--- src/rtl/vs_sci_vol_writer.sv ---
// VS10xx SCI_VOL writer: mirrors the requested volume (or mute level) into the
// decoder with a single 32-bit SCI write over a mode-0 SPI link when it changes.
module vs_sci_vol_writer #(
   parameter int          SCK_HALF = 25,
   parameter logic [7:0]  VOL_ADDR = 8'h0B,
   parameter logic [15:0] MUTE_VOL = 16'hFEFE
) (
   input  logic        clk,
   input  logic        rst,
   input  logic [15:0] i_vol,
   input  logic        i_pause,
   input  logic        i_dreq,
   output logic        o_xcs,
   output logic        o_sck,
   output logic        o_mosi,
   output logic        o_busy,
   output logic        o_done
);

   typedef enum logic [2:0] {S_IDLE, S_SETUP, S_SHIFT, S_HOLD, S_GAP} state_t;

   // Divider is one bit wider than 16 so the GAP count (2*SCK_HALF) never wraps.
   localparam logic [16:0] HALF_LAST = 17'(SCK_HALF - 1);
   localparam logic [16:0] GAP_LAST  = 17'(2 * SCK_HALF - 1);

   state_t      r_state, w_state_nxt;
   logic [16:0] r_div, w_div_nxt;
   logic [4:0]  r_bit, w_bit_nxt;
   logic        r_half, w_half_nxt;
   logic [31:0] r_frame, w_frame_nxt;
   logic [15:0] r_shadow;
   logic        r_pending;
   logic        r_dreq_m, r_dreq_s;
   logic        r_xcs, r_sck, r_mosi, r_busy, r_done;

   logic [15:0] w_tgt;
   logic        w_diff, w_half_last, w_load;
   logic        w_xcs_nxt, w_sck_nxt, w_mosi_nxt, w_busy_nxt, w_done_nxt;

   always_comb begin
      w_tgt       = i_pause ? MUTE_VOL : i_vol;
      w_diff      = (w_tgt != r_shadow);
      w_half_last = (r_div == HALF_LAST);
      w_state_nxt = r_state;
      w_div_nxt   = r_div;
      w_bit_nxt   = r_bit;
      w_half_nxt  = r_half;
      w_load      = 1'b0;
      w_done_nxt  = 1'b0;

      case (r_state)
         S_IDLE: begin
            if ((r_pending || w_diff) && r_dreq_s) begin
               w_load      = 1'b1;
               w_state_nxt = S_SETUP;
               w_div_nxt   = '0;
               w_bit_nxt   = 5'd31;
               w_half_nxt  = 1'b0;
            end
         end
         S_SETUP: begin
            w_div_nxt = r_div + 17'd1;
            if (w_half_last) begin
               w_div_nxt   = '0;
               w_state_nxt = S_SHIFT;
            end
         end
         S_SHIFT: begin
            w_div_nxt = r_div + 17'd1;
            if (w_half_last) begin
               w_div_nxt = '0;
               if (!r_half) begin
                  w_half_nxt = 1'b1;
               end else if (r_bit == 5'd0) begin
                  w_half_nxt  = 1'b0;
                  w_state_nxt = S_HOLD;
               end else begin
                  w_half_nxt = 1'b0;
                  w_bit_nxt  = r_bit - 5'd1;
               end
            end
         end
         S_HOLD: begin
            w_div_nxt = r_div + 17'd1;
            if (w_half_last) begin
               w_div_nxt   = '0;
               w_done_nxt  = 1'b1;
               w_state_nxt = S_GAP;
            end
         end
         S_GAP: begin
            w_div_nxt = r_div + 17'd1;
            if (r_div == GAP_LAST) begin
               w_div_nxt   = '0;
               w_state_nxt = S_IDLE;
            end
         end
         default: w_state_nxt = S_IDLE;
      endcase

      w_frame_nxt = w_load ? {8'h02, VOL_ADDR, w_tgt} : r_frame;

      // Outputs are registered from the next state so the pins never glitch.
      w_xcs_nxt  = !((w_state_nxt == S_SETUP) || (w_state_nxt == S_SHIFT) ||
                     (w_state_nxt == S_HOLD));
      w_sck_nxt  = (w_state_nxt == S_SHIFT) && w_half_nxt;
      w_mosi_nxt = ((w_state_nxt == S_SETUP) || (w_state_nxt == S_SHIFT)) ?
                   w_frame_nxt[w_bit_nxt] : 1'b0;
      w_busy_nxt = (w_state_nxt != S_IDLE);
   end

   always_ff @(posedge clk) begin
      if (rst) begin
         r_state   <= S_IDLE;
         r_div     <= '0;
         r_bit     <= '0;
         r_half    <= 1'b0;
         r_frame   <= '0;
         r_shadow  <= '0;
         r_pending <= 1'b1;
         r_dreq_m  <= 1'b0;
         r_dreq_s  <= 1'b0;
         r_xcs     <= 1'b1;
         r_sck     <= 1'b0;
         r_mosi    <= 1'b0;
         r_busy    <= 1'b0;
         r_done    <= 1'b0;
      end else begin
         r_state  <= w_state_nxt;
         r_div    <= w_div_nxt;
         r_bit    <= w_bit_nxt;
         r_half   <= w_half_nxt;
         r_frame  <= w_frame_nxt;
         r_dreq_m <= i_dreq;
         r_dreq_s <= r_dreq_m;
         r_xcs    <= w_xcs_nxt;
         r_sck    <= w_sck_nxt;
         r_mosi   <= w_mosi_nxt;
         r_busy   <= w_busy_nxt;
         r_done   <= w_done_nxt;
         if (w_load) begin
            r_shadow  <= w_tgt;
            r_pending <= 1'b0;
         end else if ((r_state == S_IDLE) && w_diff) begin
            r_pending <= 1'b1;
         end
      end
   end

   assign o_xcs  = r_xcs;
   assign o_sck  = r_sck;
   assign o_mosi = r_mosi;
   assign o_busy = r_busy;
   assign o_done = r_done;

endmodule

--- config.mk ---
export PLATFORM = sky130hd
export DESIGN_NAME = vs_sci_vol_writer
export DESIGN_NICKNAME = d
export VERILOG_FILES = /design/src/rtl/vs_sci_vol_writer.sv
export SDC_FILE = /design/constraint.sdc
export NUM_CORES = 1
export LEC_CHECK = 0
export CAP_MARGIN = 0
export CORE_UTILIZATION = 40
export CTS_BUF_LIST = sky130_fd_sc_hd__clkbuf_2 sky130_fd_sc_hd__clkbuf_4 sky130_fd_sc_hd__clkbuf_8
export DETAILED_ROUTE_END_ITERATION = 8
export GPL_ROUTABILITY_DRIVEN = 0
export PLACE_DENSITY = 0.54
export SYNTH_ARGS = -nofsm -noshare
export SYNTH_HDL_FRONTEND = slang
export SYNTH_SLANG_ARGS = --single-unit
--- constraint.sdc ---
create_clock -name clk -period 5.4 [get_ports clk]
set_input_delay 0.54 -clock clk [delete_from_list [all_inputs] [get_ports clk]]
set_output_delay 0.54 -clock clk [all_outputs]
set_load 0.02 [all_outputs]
Word-level counts from Yosys, hierarchy flattened
Cells that the tools add are included.
{ "classes": {"addsub": 2, "magnitude_cmp": 1, "n_eq_ne": 11, "mux": 30, "bitwise_logic": 2, "n_reduce_logical": 16} }
{ "op_table": {"columns": ["operator", "count"], "rows": [
  ["two-way mux 17 bit", 3],
  ["one-hot mux 17 bit (3 select lines)", 1],
  ["two-way mux 32 bit", 1],
  ["two-way mux 3 bit", 7],
  ["two-way mux 5 bit", 4],
  ["adder 17 x 1 -> 17 bit, second input constant", 1],
  ["equality test 17 x 5 -> 1 bit, second input constant", 1],
  ["equality test 17 x 6 -> 1 bit, second input constant", 1],
  ["two-way mux 16 bit", 1],
  ["!= test 16 bit", 1],
  ["one-hot mux 3 bit (5 select lines)", 1],
  ["equality test 3 x 2 -> 1 bit, second input constant", 4],
  ["one-hot mux 5 bit (2 select lines)", 1],
  ["two-way mux 1 bit", 9],
  ["equality test 3 x 1 -> 1 bit, second input constant", 2],
  ["< comparator 5 x 6 -> 1 bit, second input constant", 1],
  ["nonzero test 3 bit", 2],
  ["binary-select mux 1 bit (select 5 bit)", 1],
  ["logical NOT 5 bit", 1],
  ["subtractor 5 x 1 -> 5 bit, second input constant", 1],
  ["OR reduction 2 bit", 2],
  ["equality test 3 bit, second input constant", 1],
  ["logical AND 1 bit", 3],
  ["logical NOT 3 bit", 1],
  ["other kinds (8)", 11]
]} }
{ "word_totals": {"regBits": 82, "in_bits": 20, "output_inout_bits": 5, "elab_cells": 76} }

Longest topological paths before layout
Gate-level depths: netlist of run 1.
{ "depth": {"depth_word": 10, "ltp_mapped": 14, "depth_no_buf": 10} }

Worst setup path before layout of run 1
Ideal clock, no wire load.
{ "synth_timing": {"kind": "reg2reg", "start": "reg r_bit[1]", "end": "reg r_mosi, in the netlist o_mosi", "setup_ps": 125, "t_arrival_ps": 3090, "t_required_ps": 5275, "slack_ps": 2185, "path_stages_with_launch": 15, "path_buffers": 4, "period_less_slack_ps": 3215, "path_cell_list": "dfxtp_1 -> clkbuf_1 -> buf_2 -> inv_1 -> ha_1 -> nor4b_2 -> nand4b_1 -> or2_1 -> buf_4 -> buf_6 -> mux2i_1 -> mux4_2 -> mux2_2 -> a21oi_1 -> nor4_1"} }
{ "synth_between": {"elab_chain_len": 9, "elab_cells_between_ends": 18, "cone_classes": "1 x add/sub; 2 x eq/ne; 11 x mux; 1 x bitwise; 3 x reduce/logical"} }
{ "synth_lines": {"columns": ["item", "line_no", "text"], "rows": [
  ["start: declaration", "28", "logic [4:0] r_bit, w_bit_nxt;"],
  ["start signal: assignment", "131", "r_bit <= w_bit_nxt;"],
  ["branches (longest 9 deep; another with subtractor 5 x 1 -> 5 bit)", null, null],
  ["end signal: assignment", "138", "r_mosi <= w_mosi_nxt;"],
  ["end: declaration", "34", "logic r_xcs, r_sck, r_mosi, r_busy, r_done;"]
]} }
Several ways; the timed one is not identified. The select of a mux whose other input is x is not followed.
A chain may end at the register's enable or synchronous reset.

Final worst setup path of run 1
{ "layout_timing": {"start": "in i_pause", "end": "reg r_frame[6]"} }
{ "layout_between": {"elab_chain_len": 7} }
{ "layout_lines": {"columns": ["item", "line_no", "text"], "rows": [
  ["start: declaration", "11", "input logic i_pause,"],
  ["two-way mux 16 bit *", "41", "w_tgt = i_pause ? MUTE_VOL : i_vol;"],
  ["!= test 16 bit", "42", "w_diff = (w_tgt != r_shadow);"],
  ["logical OR 1 bit", "53", "if ((r_pending || w_diff) && r_dreq_s) begin"],
  ["logical AND 1 bit", "53", null],
  ["two-way mux 1 bit", "53", null],
  ["two-way mux 1 bit", "51", "case (r_state)"],
  ["two-way mux 32 bit *", "101", "w_frame_nxt = w_load ? {8'h02, VOL_ADDR, w_tgt} : r_frame;"],
  ["end signal: assignment", "133", "r_frame <= w_frame_nxt;"],
  ["end: declaration", "30", "logic [31:0] r_frame, w_frame_nxt;"]
]} }
Every way passes the cells marked *; elsewhere a longest branch is shown, timed or not.

==> key figures, run 1 <==
STA
  – Hold_ws: 460 ps
  – Crit share post-route: 68.8%
  – Endpoints failing setup: 0
  – Clk_skew: roughly 16 ps
  – Final min period: about 3700 ps
  – Worst slew pin tran: 885 ps
  – Sum of negative setup slack: 0 ps
  – Final-report max-slew violation count: 0
  – Relative slew slack: about two fifths
  – RSZ-0062 raised after global routing: false
  – Fmax: 0.269 GHz
  – Final Hold Viols: 0

Synth
  – Register area share after synthesis: just under 40%
  – Number of synthesized register bits: 82
  – Asr flop ratio synth: 0%
  – Mapped Cells: ~500
  – Ys flop type: dfxtp_1
  – EDFF count, synth: 0
  – Syn_area_per_cell: approximately 8.4 µm²
  – Warnings, synthesis: 0
  – Synth Net Count: 526
  – Synth area leaders: dfxtp_1 39%, nor2_1 11%, mux2i_1 7.3%
  – Synth Cell Area: about 4200 µm²
  – Area leader, netlist: dfxtp_1
  – Synth top area share: around two fifths
  – Yosys cell types: 60

Global routing
  – Global-route usage over all layers: between 10% and 20%
  – Largest net degree at the start of global routing: 37
  – First-pass GRT wire length: approximately 16000 µm
  – GR Overflow Total: 0
  – Initial antenna violation count: 0
  – Number of global-route vias before repair: 3294

Layout
  – Nets: 538
  – Register area: 1640 µm²
  – Area occupied by multi-input gates: approximately 2400 µm²
  – # fillers: between 1000 and 1500
  – Ant diodes: 0
  – Share of layout cells above drive strength 1: under 10%
  – Fin cells: ~650
  – P&R area growth vs syn: 13.1%

Clock network
  – Number of CTS-inserted buffers: 9
  – Worst-path clk slew: about 80 ps
  – CTS tree: done
  – Root Buffer: clkbuf_8
  – Post-CTS Setup Bufs: 0
  – Clk sinks: between 80 and 90
  – CTS resizes: 0
  – CTS Buffer Depth: 2
  – H-tree levels: 3
  – Clock latency at the later pin of the worst-skew pair: roughly 360 ps
  – Post-CTS Hold Buffers: 0

Floorplan
  – Core ar.: around 10000 µm²
  – Row count: 37
  – Starting Density: 41.2%
  – # IOs: 25
  – Die ar.: between 10000 and 15000 µm²
  – Chip height: around 100 µm
  – Die width: ~100 µm

Power and ir drop
  – Static leakage: 0.00184 µW
  – Power per Cell Area: about 270 nW/µm²
  – Power, Total: roughly 1300 µW
  – Max VDD drop: 0.000142 V

Setup path
  – WS Path Type: input pin to flip-flop
  – FF-to-FF Start: r_bit[0]
  – Startpoint types: input pin
  – Crit-path max FO: 36
  – CP Capture Type: flip-flop
  – CP Data Required Time: between 5000 and 6000 ps
  – Arrival time at the worst endpoint: approximately 4000 ps
  – Setup crit start: i_pause

Detailed routing
  – Wire per inst: between 10 and 15 µm
  – Drt via density: between 5 and 6
  – # DRC: 0
  – Routed vias: between 3000 and 4000
  – Antenna-violating nets left: 0
  – 1st-iter DRT viols: 128
  – Final wirelength: 9410 µm
  – DR pass1 iterations: 4

Placed design
  – Placed wire-length estimate: roughly 6600 µm
  – PortBufs: 24
  – Placed Instances: about 640

Job
  – Max_cap viols: 0

Worst hold path
  – Hold Crit Start: r_dreq_m
  – Worst hold path type: flip-flop to flip-flop

Outcome
  – Status: complete, no violations
through the flow:
step | worst slack, ps | util, % | area [µm²]
3_5_place_dp | 1280 | 44.3 | 4550
5_1_grt | 1330 | 46.6 | 4790
6_report | 1680 | 46.6 | 4790
4_1_cts | 1640 | 46.6 | 4790
2_1_floorplan | 2190 | - | 4230
3_3_place_gp | 1270 | 44.3 | 4550
layer usage:
layer	track usage, %	vias up	wire length, µm
met5	0	-	0
met4	7.44	0	188
met3	3.31	13	273
met2	28.5	54	4210
met1	24.7	1624	4740
li1	-	1793	-
cell usage in the layout (no fill, tap or decap), types with 6 or more instances in the layout:
master	count
o21ai_0	10
a21oi_1	14
nor3_1	14
nor4_1	10
xor2_1	17
o21bai_1	14
nand4_1	10
nor2b_1	6
inv_1	8
mux2i_1	31
clkdlybuf4s50_1	24
xnor2_1	6
clkbuf_8	11
dfxtp_1	82
nand2_1	17
and2_1	14
or3_1	8
nor2_1	122
and3_1	10
o22ai_1	9
critical path: stages:
cell	delay, ps
clkdlybuf4s50_1	800
or4bb_1	640
o22ai_1	160
o22ai_1	160
nor4_4	460
a21oi_2	170
buf_4	270
nand2b_1	480
o21bai_1	170
nor2_1	120
power breakdown:
group	switching [µW]	total, µW	internal, µW
combinational	80.3	148	67.3
sequential	19.8	644	624
clock	235	524	288
cell type report:
cell class                 instances  share of cell area [%]
multi-input combinational        385                    51.1
sequential                        82                    34.3
timing repair buffer              27                    5.49
tap                              136                    3.55
clock buffer                      11                    3.16
clock inverter                     5                    1.78
inverter                           8                   0.627
worst paths after layout:
check,end,slack [ps],depth (start not counted)
worst max-delay path,r_frame[6],1680,10
worst min-delay path,r_dreq_s,460,1
worst max register to register,o_mosi,1910,10
worst min register to register,r_dreq_s,460,1
synth_stat cells, drive strengths merged (4+ instances only):
cell type,n
a21oi,15
dfxtp,82
xnor2,6
xor2,17
o21bai,14
mux2,5
buf,12
clkbuf,14
or3,8
nand2,17
nor2,123
or4bb,4
mux2i,31
a22oi,5
inv,8
and3,11
nor4,11
and2,14
nand3,5
nand4,10
o21ai,10
ha,5
nor3,15
o22ai,9
nor2b,6
state kept, by name (all words and copies together), names as in the netlist, 3 cells and up:
name      count
r_frame      32
r_div        17
r_shadow     16
r_bit         5
r_state       3
kinds of logic (layout without fill, tap and decap cells):
kind of cell	Yosys count	count (layout)	synth area share [%]
compound gates	73	73	11.6
xor+xnor	23	23	4.76
fa+ha+maj	5	5	1.48
buf+inv	34	51	3.52
flops	82	82	38.8
mux	39	39	10.3
simple gates	245	245	29.6
Power figures use the tool's default switching activity.
==> inputs of run 2 (changes only) <==
==> constraint.sdc (replaced) <==
create_clock -name clk -period 3.48 [get_ports clk]
set_input_delay 0.348 -clock clk [delete_from_list [all_inputs] [get_ports clk]]
set_output_delay 0.348 -clock clk [all_outputs]
set_load 0.02 [all_outputs]
==> key figures, run 2 (synthesis gave the netlist of run 1 again) <==
Outcome
  – Status: complete, no violations

STA
  – Fmax: ~0.34 GHz
  – Crit share post-route: ~85%
  – Clk_skew: 17.2 ps (+0.736 ps)
  – Endpoints failing setup: 0 (unchanged)
  – Relative slew slack: 65.7% (+25 points)
  – Worst setup margin: 525 ps (-1160 ps)
  – Worst slew pin tran: 513 ps (-372 ps)
  – Final min period: 2950 ps
  – RSZ-0062 raised after global routing: false
  – Sum of negative setup slack: 0 ps (unchanged)
  – Final-report max-slew violation count: 0 (unchanged)
  – Final Hold Viols: 0 (unchanged)

Placed design
  – Pre-CTS setup slack: 256 ps (-1020 ps)
  – Placed Instances: 650 (+1.9%)
  – Placed wire-length estimate: 6780 µm (+2.7%)
  – PortBufs: 24 (unchanged)

Global routing
  – First-pass GRT wire length: 16200 µm (+1.2%)
  – Global-route usage over all layers: 18.3% (+0.069 points)
  – Largest net degree at the start of global routing: 37 (unchanged)
  – Initial antenna violation count: 0 (unchanged)
  – Number of global-route vias before repair: 3356 (+1.9%)
  – GR Overflow Total: 0 (unchanged)

Layout
  – Most frequent cells in the layout: 122 x nor2_1, 82 x dfxtp_1, 31 x mux2i_1, 24 x clkdlybuf4s50_1
  – Share of layout cells above drive strength 1: 9.06% (+2.1 points)
  – Commonest non-fill, non-tap cell in the layout: nor2_1
  – Top reg by flops: r_frame
  – Largest regs: r_frame (32), r_div (17), r_shadow (16)
  – Nets: 550 (+2.2%)
  – Number of flip-flops in the largest register: 32 (unchanged)
  – Ant diodes: 0 (unchanged)
  – Fin cells: 666 (+1.8%)
  – P&R area growth vs syn: 14.5%

Setup path
  – Arrival time at the worst endpoint: 3200 ps (-800 ps)
  – Slowest CP cell: nor4_1
  – CP Capture Type: flip-flop
  – Slowest stage delay, CP: 490 ps (-310 ps)
  – CP most frequent cell: nor4_1
  – Bufs and invs on worst path: 0 (-2)
  – WS Path Type: flip-flop to flip-flop
  – Top delay family on crit path: simple AND/OR/NAND/NOR gates
  – Startpoint types: flip-flop
  – CP Data Required Time: 3720 ps (-1960 ps)
  – Crit-path cells: nor4_1 -> nand4_1 -> or2_1 -> mux2i_1 -> mux4_2 -> mux2_2 -> a21oi_1 -> nor4_1
  – Crit-path max FO: 7 (-81%)

Floorplan
  – Core ar.: 10300 µm² (unchanged)
  – Starting Density: 41.2% (unchanged)
  – # IOs: 25 (unchanged)
  – Chip height: 105 µm (unchanged)
  – Die width: 105 µm (unchanged)
  – Row count: 37 (unchanged)
  – Die ar.: 11000 µm² (unchanged)

Worst hold path
  – Worst hold path type: flip-flop to flip-flop

Detailed routing
  – # DRC: 0 (unchanged)
  – Wire per inst: 14.4 µm (+0.34%)
  – Drt via density: 5.28 (-0.84%)
  – Routed vias: 3518 (+0.98%)
  – Antenna-violating nets left: 0 (unchanged)
  – DR pass1 iterations: 4 (unchanged)
  – Final wirelength: 9620 µm (+2.2%)
  – 1st-iter DRT viols: 186 (+45%)

Power and ir drop
  – Static leakage: 0.00188 µW (+2.2%)
  – Max VDD drop: 0.000156 V (+10%)
  – Power per Cell Area: 405 nW/µm² (+47%)

Clock network
  – Post-CTS Setup Bufs: 0 (unchanged)
  – H-tree levels: 3 (unchanged)
  – Clk sinks: 82 (unchanged)
  – CTS Buffer Depth: 2 (unchanged)
  – Worst-path clk slew: 90 ps (about the same)
  – Clock latency at the later pin of the worst-skew pair: 360 ps (about the same)
  – CTS resizes: 0 (unchanged)
  – Post-CTS Hold Buffers: 0 (unchanged)
  – Number of CTS-inserted buffers: 9 (unchanged)
  – Root Buffer: clkbuf_8
  – CTS tree: done

Job
  – Max_cap viols: 0 (unchanged)
## run 2: final timing paths
path,slack (ps),from,to,cells past startpoint
worst min-delay path,460,r_dreq_m,r_dreq_s,1
worst max-delay path,530,r_div[10],o_mosi,8
worst min register to register,460,r_dreq_m,r_dreq_s,1
worst max register to register,530,r_div[10],o_mosi,8
## run 2: power by group
group / total [µW] / switching (µW) / internal (µW)
sequential: 996 / 28.4 / 968
clock: 726 / 362 / 363
combinational: 242 / 130 / 111
total: 1960 / 521 / 1440
## run 2: through the flow
stage,utilization [%],total power [µW],cell area (µm²),hold slack [ps]
floorplan,-,1180,4230,414
global placement,45.2,1260,4640,432
detailed placement,45.2,1260,4640,443
CTS,47.2,1980,4850,461
global route,47.2,2060,4850,478
finish,47.2,1960,4850,464
## run 2: layout make-up
class,count,area (µm²)
inverters,8,30.0
repair buffers,39,353
flip-flops and latches,82,1640
multi-input cells,385,2450
well taps,136,170
fillers,1040,5430
clock inverters,5,62.6
clock buffers,11,145
## run 2: routing by layer
layer | part of all wire [%] | GRT usage (%)
met1 | 53 | 25.3
met2 | 43 | 28.5
met3 | 2.4 | 2.99
met4 | 1.6 | 6.84
met5 | 0 | 0
==> inputs of run 3 (changes only) <==
--- a/config.mk
+++ b/config.mk
@@ -10,7 +10,7 @@
 export CTS_BUF_LIST = sky130_fd_sc_hd__clkbuf_2 sky130_fd_sc_hd__clkbuf_4 sky130_fd_sc_hd__clkbuf_8
 export DETAILED_ROUTE_END_ITERATION = 8
 export GPL_ROUTABILITY_DRIVEN = 0
-export PLACE_DENSITY = 0.54
+export PLACE_DENSITY = 0.56
 export SYNTH_ARGS = -nofsm -noshare
 export SYNTH_HDL_FRONTEND = slang
 export SYNTH_SLANG_ARGS = --single-unit
==> constraint.sdc (replaced) <==
create_clock -name clk -period 2.5 [get_ports clk]
set_input_delay 0.25 -clock clk [delete_from_list [all_inputs] [get_ports clk]]
set_output_delay 0.25 -clock clk [all_outputs]
set_load 0.02 [all_outputs]
==> key figures, run 3 (synthesis gave the netlist of run 1 again) <==
Detailed routing
  – 1st-iter DRT viols: 119 (-36%)
  – Met2 Wirelength: 5260 µm (+27%)
  – Drt via density: 5.20 (-1.5%)
  – Wire per inst: 14.5 µm (+0.39%)
  – Top sig layer: met4
  – Routed vias: 3856 (+9.6%)
  – DR pass1 iterations: 6 (+2)
  – Antenna-violating nets left: 0 (unchanged)
  – # DRC: 0 (unchanged)
  – Met1 Routed Length: 5170 µm (+2.0%)
  – Final wirelength: 10700 µm (+12%)
  – Wire length on met3: 207 µm (-10%)

Setup path
  – Slowest CP cell: mux4_2
  – WS Path Type: flip-flop to flip-flop
  – Top delay family on crit path: multiplexers
  – Reg2Reg Depth: 10 (+2)
  – Crit-path max FO: 8 (+1)
  – Startpoint types: flip-flop
  – CP Data Required Time: 2750 ps (-970 ps)
  – Slowest stage delay, CP: 480 ps (about the same)
  – FF-to-FF Start: r_div[13]
  – R2R setup slack: -50 ps (-580 ps)
  – Arrival time at the worst endpoint: 2800 ps (-400 ps)
  – CP Capture Type: flip-flop
  – Bufs and invs on worst path: 2 (+2)
  – Reg2reg end: o_mosi
  – Crit-path cells: nor4_4 -> buf_4 -> nand4_1 -> buf_6 -> or2_4 -> mux2i_1 -> mux4_2 -> mux2_4 -> a21oi_2 -> nor4_2

Floorplan
  – Core ar.: 10300 µm² (unchanged)
  – Chip height: 105 µm (unchanged)
  – Row count: 37 (unchanged)
  – Starting Density: 41.2% (unchanged)
  – Die width: 105 µm (unchanged)
  – Die ar.: 11000 µm² (unchanged)
  – # IOs: 25 (unchanged)

Job
  – Max_cap viols: 0 (unchanged)

Global routing
  – Initial antenna violation count: 0 (unchanged)
  – Largest net degree at the start of global routing: 26 (-30%)
  – Number of global-route vias before repair: 3807 (+13%)
  – GR Overflow Total: 0 (unchanged)
  – Global-route usage over all layers: 20.5% (+2.2 points)
  – First-pass GRT wire length: 18000 µm (+11%)

STA
  – Endpoints failing setup: 1 (+1)
  – Hold_ws: 386 ps (-77.8 ps)
  – Fmax: 0.392 GHz (+16%)
  – Worst setup margin: -52.4 ps (-578 ps)
  – Clk_skew: 14.2 ps (-2.93 ps)
  – Final min period: 2550 ps (-402 ps)
  – Relative slew slack: 70.5% (+4.8 points)
  – Final Hold Viols: 0 (unchanged)
  – Worst slew pin tran: 437 ps (-75.4 ps)
  – Crit share post-route: 102% (+17 points)
  – Final-report max-slew violation count: 0 (unchanged)
  – RSZ-0062 raised after global routing: true

Clock network
  – Post-CTS Hold Buffers: 0 (unchanged)
  – CTS tree: done
  – Clk sinks: 82 (unchanged)
  – Worst-path clk slew: 90 ps (about the same)
  – Root Buffer: clkbuf_8
  – Number of CTS-inserted buffers: 9 (unchanged)
  – Clock latency at the later pin of the worst-skew pair: 360 ps (about the same)
  – H-tree levels: 3 (unchanged)
  – CTS Buffer Depth: 2 (unchanged)

Power and ir drop
  – Power, Total: 2820 µW (+43%)
  – Sw frac: 27.5% (+0.96 points)
  – Clock power frac: 35.1% (-1.9 points)
  – Power per Cell Area: 498 nW/µm² (+23%)
  – Static leakage: 0.00237 µW (+26%)
  – P_sw: 775 µW (+49%)
  – Comb pwr share: 15.8% (+3.5 points)
  – Int Power: 2040 µW (+42%)
  – Max VDD drop: 0.000311 V (+99%)
  – Reg power frac: 49.0% (-1.7 points)

Layout
  – Fin cells: 741 (+11%)
  – Most frequent cells in the layout: 121 x nor2_1, 84 x buf_4, 72 x dfxtp_1, 30 x mux2i_1, 22 x clkdlybuf4s50_1
  – Ant diodes: 0 (unchanged)
  – Nets: 625 (+14%)
  – P&R area growth vs syn: 33.8%
  – Largest regs: r_frame (32), r_div (17), r_shadow (16)
  – Commonest non-fill, non-tap cell in the layout: nor2_1
  – Share of layout cells above drive strength 1: 26.3% (+17 points)
  – Top reg by flops: r_frame
  – Number of flip-flops in the largest register: 32 (unchanged)
  – Fin util: 55.1% (+7.9 points)

Worst hold path
  – Hold EP: r_shadow[6]
  – Worst Hold Path Cells: 4 (+3)
  – Hold Crit Start: i_vol[6]
  – Worst hold path type: input pin to flip-flop

Placed design
  – Placed Instances: 719 (+11%)
  – PortBufs: 24 (unchanged)
  – Pre-CTS setup slack: -497 ps (-753 ps)
  – Placed wire-length estimate: 7720 µm (+14%)

Outcome
  – Failing checks: setup timing
  – Status: complete, but fails checks
-- run 3: cell types whose count changed in the layout (fill, tap and decap cells not counted), moves of 3 or more --
cell     previous run  this run
buf_4              15        84
buf_6               0         4
dfxtp_1            82        72
dfxtp_2             0        10
nor4_1             10         4
nor4_2              0         3
nor4_4              1         4
o22ai_1             9         3
o22ai_2             0         6
-- run 3: metrics by stage --
step                TNS (ps)  area [µm²]
global route            -191        5660
CTS                    -22.3        5500
floorplan               -252        4290
detailed placement    -26030        5220
finish                 -52.4        5660
global placement      -23620        5220
-- run 3: timing repair --
item / in CTS / in global routing
resized for setup: 17 / 30
setup endpoints to repair: 22 / 52
pin swaps: 7 / 21
buffers inserted: 1 / 5
-- run 3: worst max-delay path by stage --
stage,from,to,slack [ps],depth (start not counted)
floorplan,r_bit[1],o_mosi,-250,14
global placement,i_pause,r_div[6],-460,12
detailed placement,i_pause,r_div[12],-500,12
CTS,r_div[6],o_mosi,-20,12
global route,r_div[14],o_mosi,-140,10
finish,r_div[13],o_mosi,-50,10
-- run 3: worst register-to-register path: cells and delay by family (launching register included) --
kind,cells,cell delay (ps)
AOI/OAI and AO/OA,1,130
buffers and inverters,2,320
DFF,1,350
muxes,3,900
and+or+nand+nor,4,740
-- run 3: final cells by class --
| cell class | count | area, µm² |
|---|---|---|
| fill | 981 | 4610 |
| multi-input combinational | 385 | 2650 |
| sequential | 82 | 1650 |
| timing repair buffer | 114 | 957 |
| tap | 136 | 170 |
| clock buffer | 9 | 124 |
| clock inverter | 7 | 76.3 |
| inverter | 8 | 35.0 |
-- run 3: power groups by stage --
stage                     Clock, µW  Combinational [µW]  Sequential, µW
after floorplan                   0                 242            1410
after global placement            0                 413            1410
after detailed placement          0                 419            1410
after CTS                      1020                 428            1380
after global routing           1080                 489            1390
final                           990                 446            1380
-- run 3: layer usage --
layer,vias to the layer above,track usage (%)
met5,-,0
met4,0,5.73
met3,10,3.62
met2,39,35.2
met1,1839,26.4
li1,1968,-
